<file path="config.mk">
export PLATFORM = sky130hd
export DESIGN_NAME = aes128_share_ctrl
export DESIGN_NICKNAME = d
export VERILOG_FILES = /design/src/rtl/aes128_share_ctrl.sv
export SDC_FILE = /design/constraint.sdc
export NUM_CORES = 1
export LEC_CHECK = 0
export CELL_PAD_IN_SITES_DETAIL_PLACEMENT = 0
export CELL_PAD_IN_SITES_GLOBAL_PLACEMENT = 1
export CORE_AREA = 10 10 596 598
export CTS_CLUSTER_DIAMETER = 150
export DETAILED_ROUTE_END_ITERATION = 10
export DIE_AREA = 0 0 606 608
export PLACE_DENSITY_LB_ADDON = 0.1
export SLEW_MARGIN = 10
export SYNTH_ARGS = -nofsm -noshare
export SYNTH_HDL_FRONTEND = slang
export SYNTH_SLANG_ARGS = --single-unit
</file>
<file path="constraint.sdc">
create_clock -name clk -period 3.78 [get_ports clk]
set_input_delay 0.567 -clock clk [delete_from_list [all_inputs] [get_ports clk]]
set_output_delay 0.567 -clock clk [all_outputs]
set_load 0.02 [all_outputs]
</file>
<file path="src/rtl/aes128_share_ctrl.sv">
// Round-robin arbiter sharing one combinational AES-128 core between NREQ requesters.
// Optional build macro AES_SHARE_ZEROIZE_EN clears operand/result registers on response handshake.
module aes128_share_ctrl #(
    parameter int unsigned NREQ        = 4,
    parameter int unsigned WAIT_CYCLES = 3,
    localparam int unsigned IDW        = (NREQ > 1) ? $clog2(NREQ) : 1
) (
    input  logic                  clk,
    input  logic                  rst_n,
    input  logic [NREQ-1:0]       req_valid,
    output logic [NREQ-1:0]       req_ready,
    input  logic [NREQ*128-1:0]   req_ptext,
    input  logic [NREQ*128-1:0]   req_key,
    output logic                  rsp_valid,
    input  logic                  rsp_ready,
    output logic [127:0]          rsp_ctext,
    output logic [IDW-1:0]        rsp_id,
    output logic [127:0]          core_ptext,
    output logic [127:0]          core_key,
    input  logic [127:0]          core_ctext,
    output logic                  busy
);

    localparam int unsigned DW = 128;
    localparam int unsigned CW = (WAIT_CYCLES > 1) ? $clog2(WAIT_CYCLES) : 1;

    typedef enum logic [1:0] {
        ST_IDLE,
        ST_WAIT,
        ST_RESP
    } state_t;

    state_t          state_q;
    state_t          state_d;
    logic [IDW-1:0]  rr_ptr;
    logic [IDW-1:0]  cur_id;
    logic [CW-1:0]   cnt;
    logic [IDW-1:0]  grant;
    logic [IDW-1:0]  next_ptr;
    logic            grant_found;
    logic            accept;
    logic            capture;
    int              idx;

    // Scan from the highest offset down so the nearest valid requester after rr_ptr wins.
    always_comb begin
        grant_found = 1'b0;
        grant       = '0;
        idx         = 0;
        for (int k = int'(NREQ) - 1; k >= 0; k--) begin
            idx = int'(rr_ptr) + k;
            if (idx >= int'(NREQ)) begin
                idx = idx - int'(NREQ);
            end
            if (req_valid[IDW'(idx)]) begin
                grant_found = 1'b1;
                grant       = IDW'(idx);
            end
        end
    end

    assign next_ptr = (grant == IDW'(NREQ - 1)) ? '0 : grant + 1'b1;

    always_ff @(posedge clk or negedge rst_n) begin
        if (!rst_n) begin
            state_q <= ST_IDLE;
        end else begin
            state_q <= state_d;
        end
    end

    always_comb begin
        state_d   = state_q;
        req_ready = '0;
        accept    = 1'b0;
        capture   = 1'b0;
        case (state_q)
            ST_IDLE: begin
                if (grant_found) begin
                    req_ready[grant] = 1'b1;
                    accept           = 1'b1;
                    state_d          = ST_WAIT;
                end
            end
            ST_WAIT: begin
                if (cnt == '0) begin
                    capture = 1'b1;
                    state_d = ST_RESP;
                end
            end
            ST_RESP: begin
                if (rsp_ready) begin
                    state_d = ST_IDLE;
                end
            end
            default: state_d = ST_IDLE;
        endcase
    end

    // Operand latch, settle counter and ciphertext capture (multicycle path ends at rsp_ctext).
    always_ff @(posedge clk or negedge rst_n) begin
        if (!rst_n) begin
            rr_ptr     <= '0;
            cur_id     <= '0;
            cnt        <= '0;
            core_ptext <= '0;
            core_key   <= '0;
            rsp_ctext  <= '0;
            rsp_id     <= '0;
            rsp_valid  <= 1'b0;
            busy       <= 1'b0;
        end else begin
            rsp_valid <= (state_d == ST_RESP);
            busy      <= (state_d != ST_IDLE);
            if (accept) begin
                core_ptext <= req_ptext[DW*grant +: DW];
                core_key   <= req_key[DW*grant +: DW];
                cur_id     <= grant;
                rr_ptr     <= next_ptr;
                cnt        <= CW'(WAIT_CYCLES - 1);
            end
            if (state_q == ST_WAIT && cnt != '0) begin
                cnt <= cnt - 1'b1;
            end
            if (capture) begin
                rsp_ctext <= core_ctext;
                rsp_id    <= cur_id;
            end
`ifdef AES_SHARE_ZEROIZE_EN
            if (state_q == ST_RESP && rsp_ready) begin
                core_ptext <= '0;
                core_key   <= '0;
                rsp_ctext  <= '0;
            end
`else
`endif
        end
    end

endmodule

</file>
==> flow_summary_export.csv <==
group,metric,value,unit
final_layout,final_area,44800,sq um
sta,hold_viol_final,0,
final_layout,num-nets-final,4495,
synth,synth_simple_gate_area_frac,0.0521,
final_layout,final_util,0.131,
pwr,pwr-share-seq,0.227,
sta,timing.fmax,288,MHz
worst_setup_path,cp_max_fo,9,
synth,ys_types,30,
clocking,clk_latency,0.80,ns
placed_design,dp_slack,0.128,ns
clocking,cts_tree,"done",
route,postRouteAntennaNets,0,
pwr,internal_power,19.2,mW
worst_setup_path,cp.required,3.21,ns
sta,worst_slew_margin_rel,0.406,
clocking,cts_root_buffer,"clkbuf_16",
synth,syn-cell-area,21000,sq um
placed_design,dpl.hpwl,213000,microns
pwr,vdd_drop_max,373,uV
sta,setup_ws,0.311,ns
global_routing,grt_max_degree,96,
global_routing,gr-usage-all-layers,0.130,
sta,slew_violations,0,
synth,ys_ff_latch,396,
floorplanning,initial_utilization,0.0614,
pwr,share_comb_of_total_power,0.574,
worst_setup_path,cp.arrival,2.90,ns
route,wirelength,251000,microns
final_layout,drive_gt1_frac,0.104,
sta,setup_viol,0,
final_layout,area_growth,113,%
final_layout,seq_area,9910,sq um
route,drt_iter0_markers,1333,
floorplanning,die_y,608,microns
route,dr_wl_met2,133000,microns
floorplanning,ios,1551,
pwr,clkPwrFrac,0.199,
sta,whs,0.377,ns
pwr,power.total,34.9,mW
route,maxUsedRoutingLayer,"met5",
placed_design,place_inst,7808,
clocking,cts.sinks,396,
synth,synth_cells,1756,
synth,synth-xor-area-share,0,
worst_setup_path,end_kind,"primary output",
sta,rsz0062_at_grt,"false",
worst_setup_path,start_kind,"input port",
route,firstDrtPassIters,5,
pwr,power_density,777,nW/um^2
synth,synth_compound_gate_area_share,0.111,
global_routing,grt_pass1_vias,24287,
placed_design,place_area,42400,sq um
synth,avgSynthCellArea,12.0,sq um
sta,worst_pin_slew,0.892,ns
sta,fin_crit_sh,0.918,
final_layout,multiInputGateArea,10100,sq um
route,remaining_drc_errors,0,
pwr,swShare,0.450,
synth,synth_flop_cell,"dfrtp_1",
floorplanning,rows,215,
synth,yosysMostFrequentCell,"mux2i_1",
floorplanning,die_w,606,microns
pwr,power_leakage,17.7,nW
outcome,status,"finished, final reports clean",
final_layout,instances_no_fill,7959,
route,drt-met1-wl,93600,microns
clocking,cts_inserted_buffers,77,
route,via_count,23027,
clocking,ctsLongestPathBuffers,4,
worst_setup_path,crit_type,"in2out",
placed_design,io_buffers,1550,
global_routing,grt_overflow,0,
route,met3_wirelength,18400,microns
global_routing,antenna_found_initial,236,
synth,async_flop_share,1.00,
synth,synth_top_family_by_area,"multiplexers",
sta,skew,0.0650,ns
floorplanning,coreArea,342000,sq um
pwr,p_switching,15.7,mW
synth,ys_warn_count,0,
synth,synthMuxAreaShare,0.314,
clocking,post_cts_buffers,0,
route,routedWlPerCell,31.5,microns
synth,synth_common_cells,"mux2i_1 (512), dfrtp_1 (396), nand2_1 (268)",
route,vias_per_cell,2.89,
synth,synth_fa_ha_area_frac,0.00298,
placed_design,place.gp.congestion,0.806,
synth,ys_seq_area_frac,0.472,
min_path,hp-class,"in2reg",
sta,tns,0,ns
synth,synth_top_area_cell,"dfrtp_1",
clocking,cts.clk_slew.worst_paths,0.06,ns
clocking,cts-htree-levels,3,
synth,synthTopCellsByArea,"dfrtp_1 (47%), mux2i_1 (24%), o221ai_1 (11%)",
synth,synth_edf_count,0,
final_layout,nFillCells,38717,
run,cap_violations,0,
synth,synth_top_area_frac,0.472,
sta,period_minus_slack,3.47,ns
floorplanning,die-area,368000,sq um
global_routing,grt_pass1_wl,310000,microns
synth,syn-num-nets,2920,
-- placed cells by master, fill, tap and decap left out, types with 23 or more instances in the layout --
master,n
dfrtp_1,396
o221ai_1,256
buf_4,70
mux2i_1,507
clkbuf_1,24
buf_12,31
mux2_2,130
nand2_1,267
diode_2,23
clkdlybuf4s50_1,1548
clkbuf_16,78
-- routing by layer --
metal  global-route usage  up-vias
li1                     -     9864
met1                0.141    11416
met2                0.248     1138
met3               0.0412      507
met4               0.0184      102
met5                    0        -
-- what timing repair did --
item                      CTS  global route
gates resized for setup     0             0
hold buffers                1             0
hold endpoints to repair   36             0
-- registers in the layout, indices dropped and copies added (netlist names) --
register / cells
cur_id: 2
rr_ptr: 2
state_q: 2
core_key: 128
core_ptext: 128
cnt: 2
busy: 1
rsp_id: 2
rsp_valid: 1
rsp_ctext: 128
-- power groups by stage --
stage | Sequential, mW | Combinational [mW] | Clock (mW)
after floorplan | 10.0 | 7.14 | 0
final | 7.90 | 20.0 | 6.93
after CTS | 7.94 | 20.7 | 7.38
after detailed placement | 7.97 | 20.7 | 0
after global routing | 8.19 | 21.3 | 7.47
after global placement | 7.96 | 20.7 | 0
-- cell type report --
class | instances | share of cell area
tap | 4557 | 0.127
clock inverter | 10 | 0.00201
clock buffer | 117 | 0.0501
multi-input combinational | 1198 | 0.226
antenna | 23 | 0.00128
inverter | 7 | 0.000949
timing repair buffer | 1651 | 0.372
sequential | 396 | 0.221
-- cell families (layout without fill, tap and decap cells) --
kind of cell	Yosys count	after routing
compound gates	268	268
other cells	0	23
buf+inv	162	1785
flops	396	396
fa+ha+maj	5	5
mux	642	642
simple gates	283	283
-- worst paths after layout --
| check | from | end | slack (ns) | cells past startpoint |
|---|---|---|---|---|
| setup / recovery | req_valid[2] | req_ready[0] | 0.31 | 9 |
| hold / removal | core_ctext[49] | rsp_ctext[49] | 0.38 | 2 |
| setup reg to reg | rr_ptr[0] | core_ptext[119] | 0.99 | 9 |
| hold reg to reg | cur_id[1] | cur_id[1] | 0.48 | 2 |
| max in group asynchronous | rst_n | core_ptext[104] | 2.12 | 4 |
| min in group asynchronous | rst_n | core_key[104] | 0.54 | 2 |
-- critical path: stages --
cell and delay [ns]:
clkdlybuf4s50_1 0.65, inv_2 0.10, o22ai_1 0.26, a211oi_4 0.11, buf_12 0.16, inv_16 0.09
ha_1 0.15, and2_1 0.16, clkdlybuf4s50_1 0.64
Power figures use the tool's default switching activity.
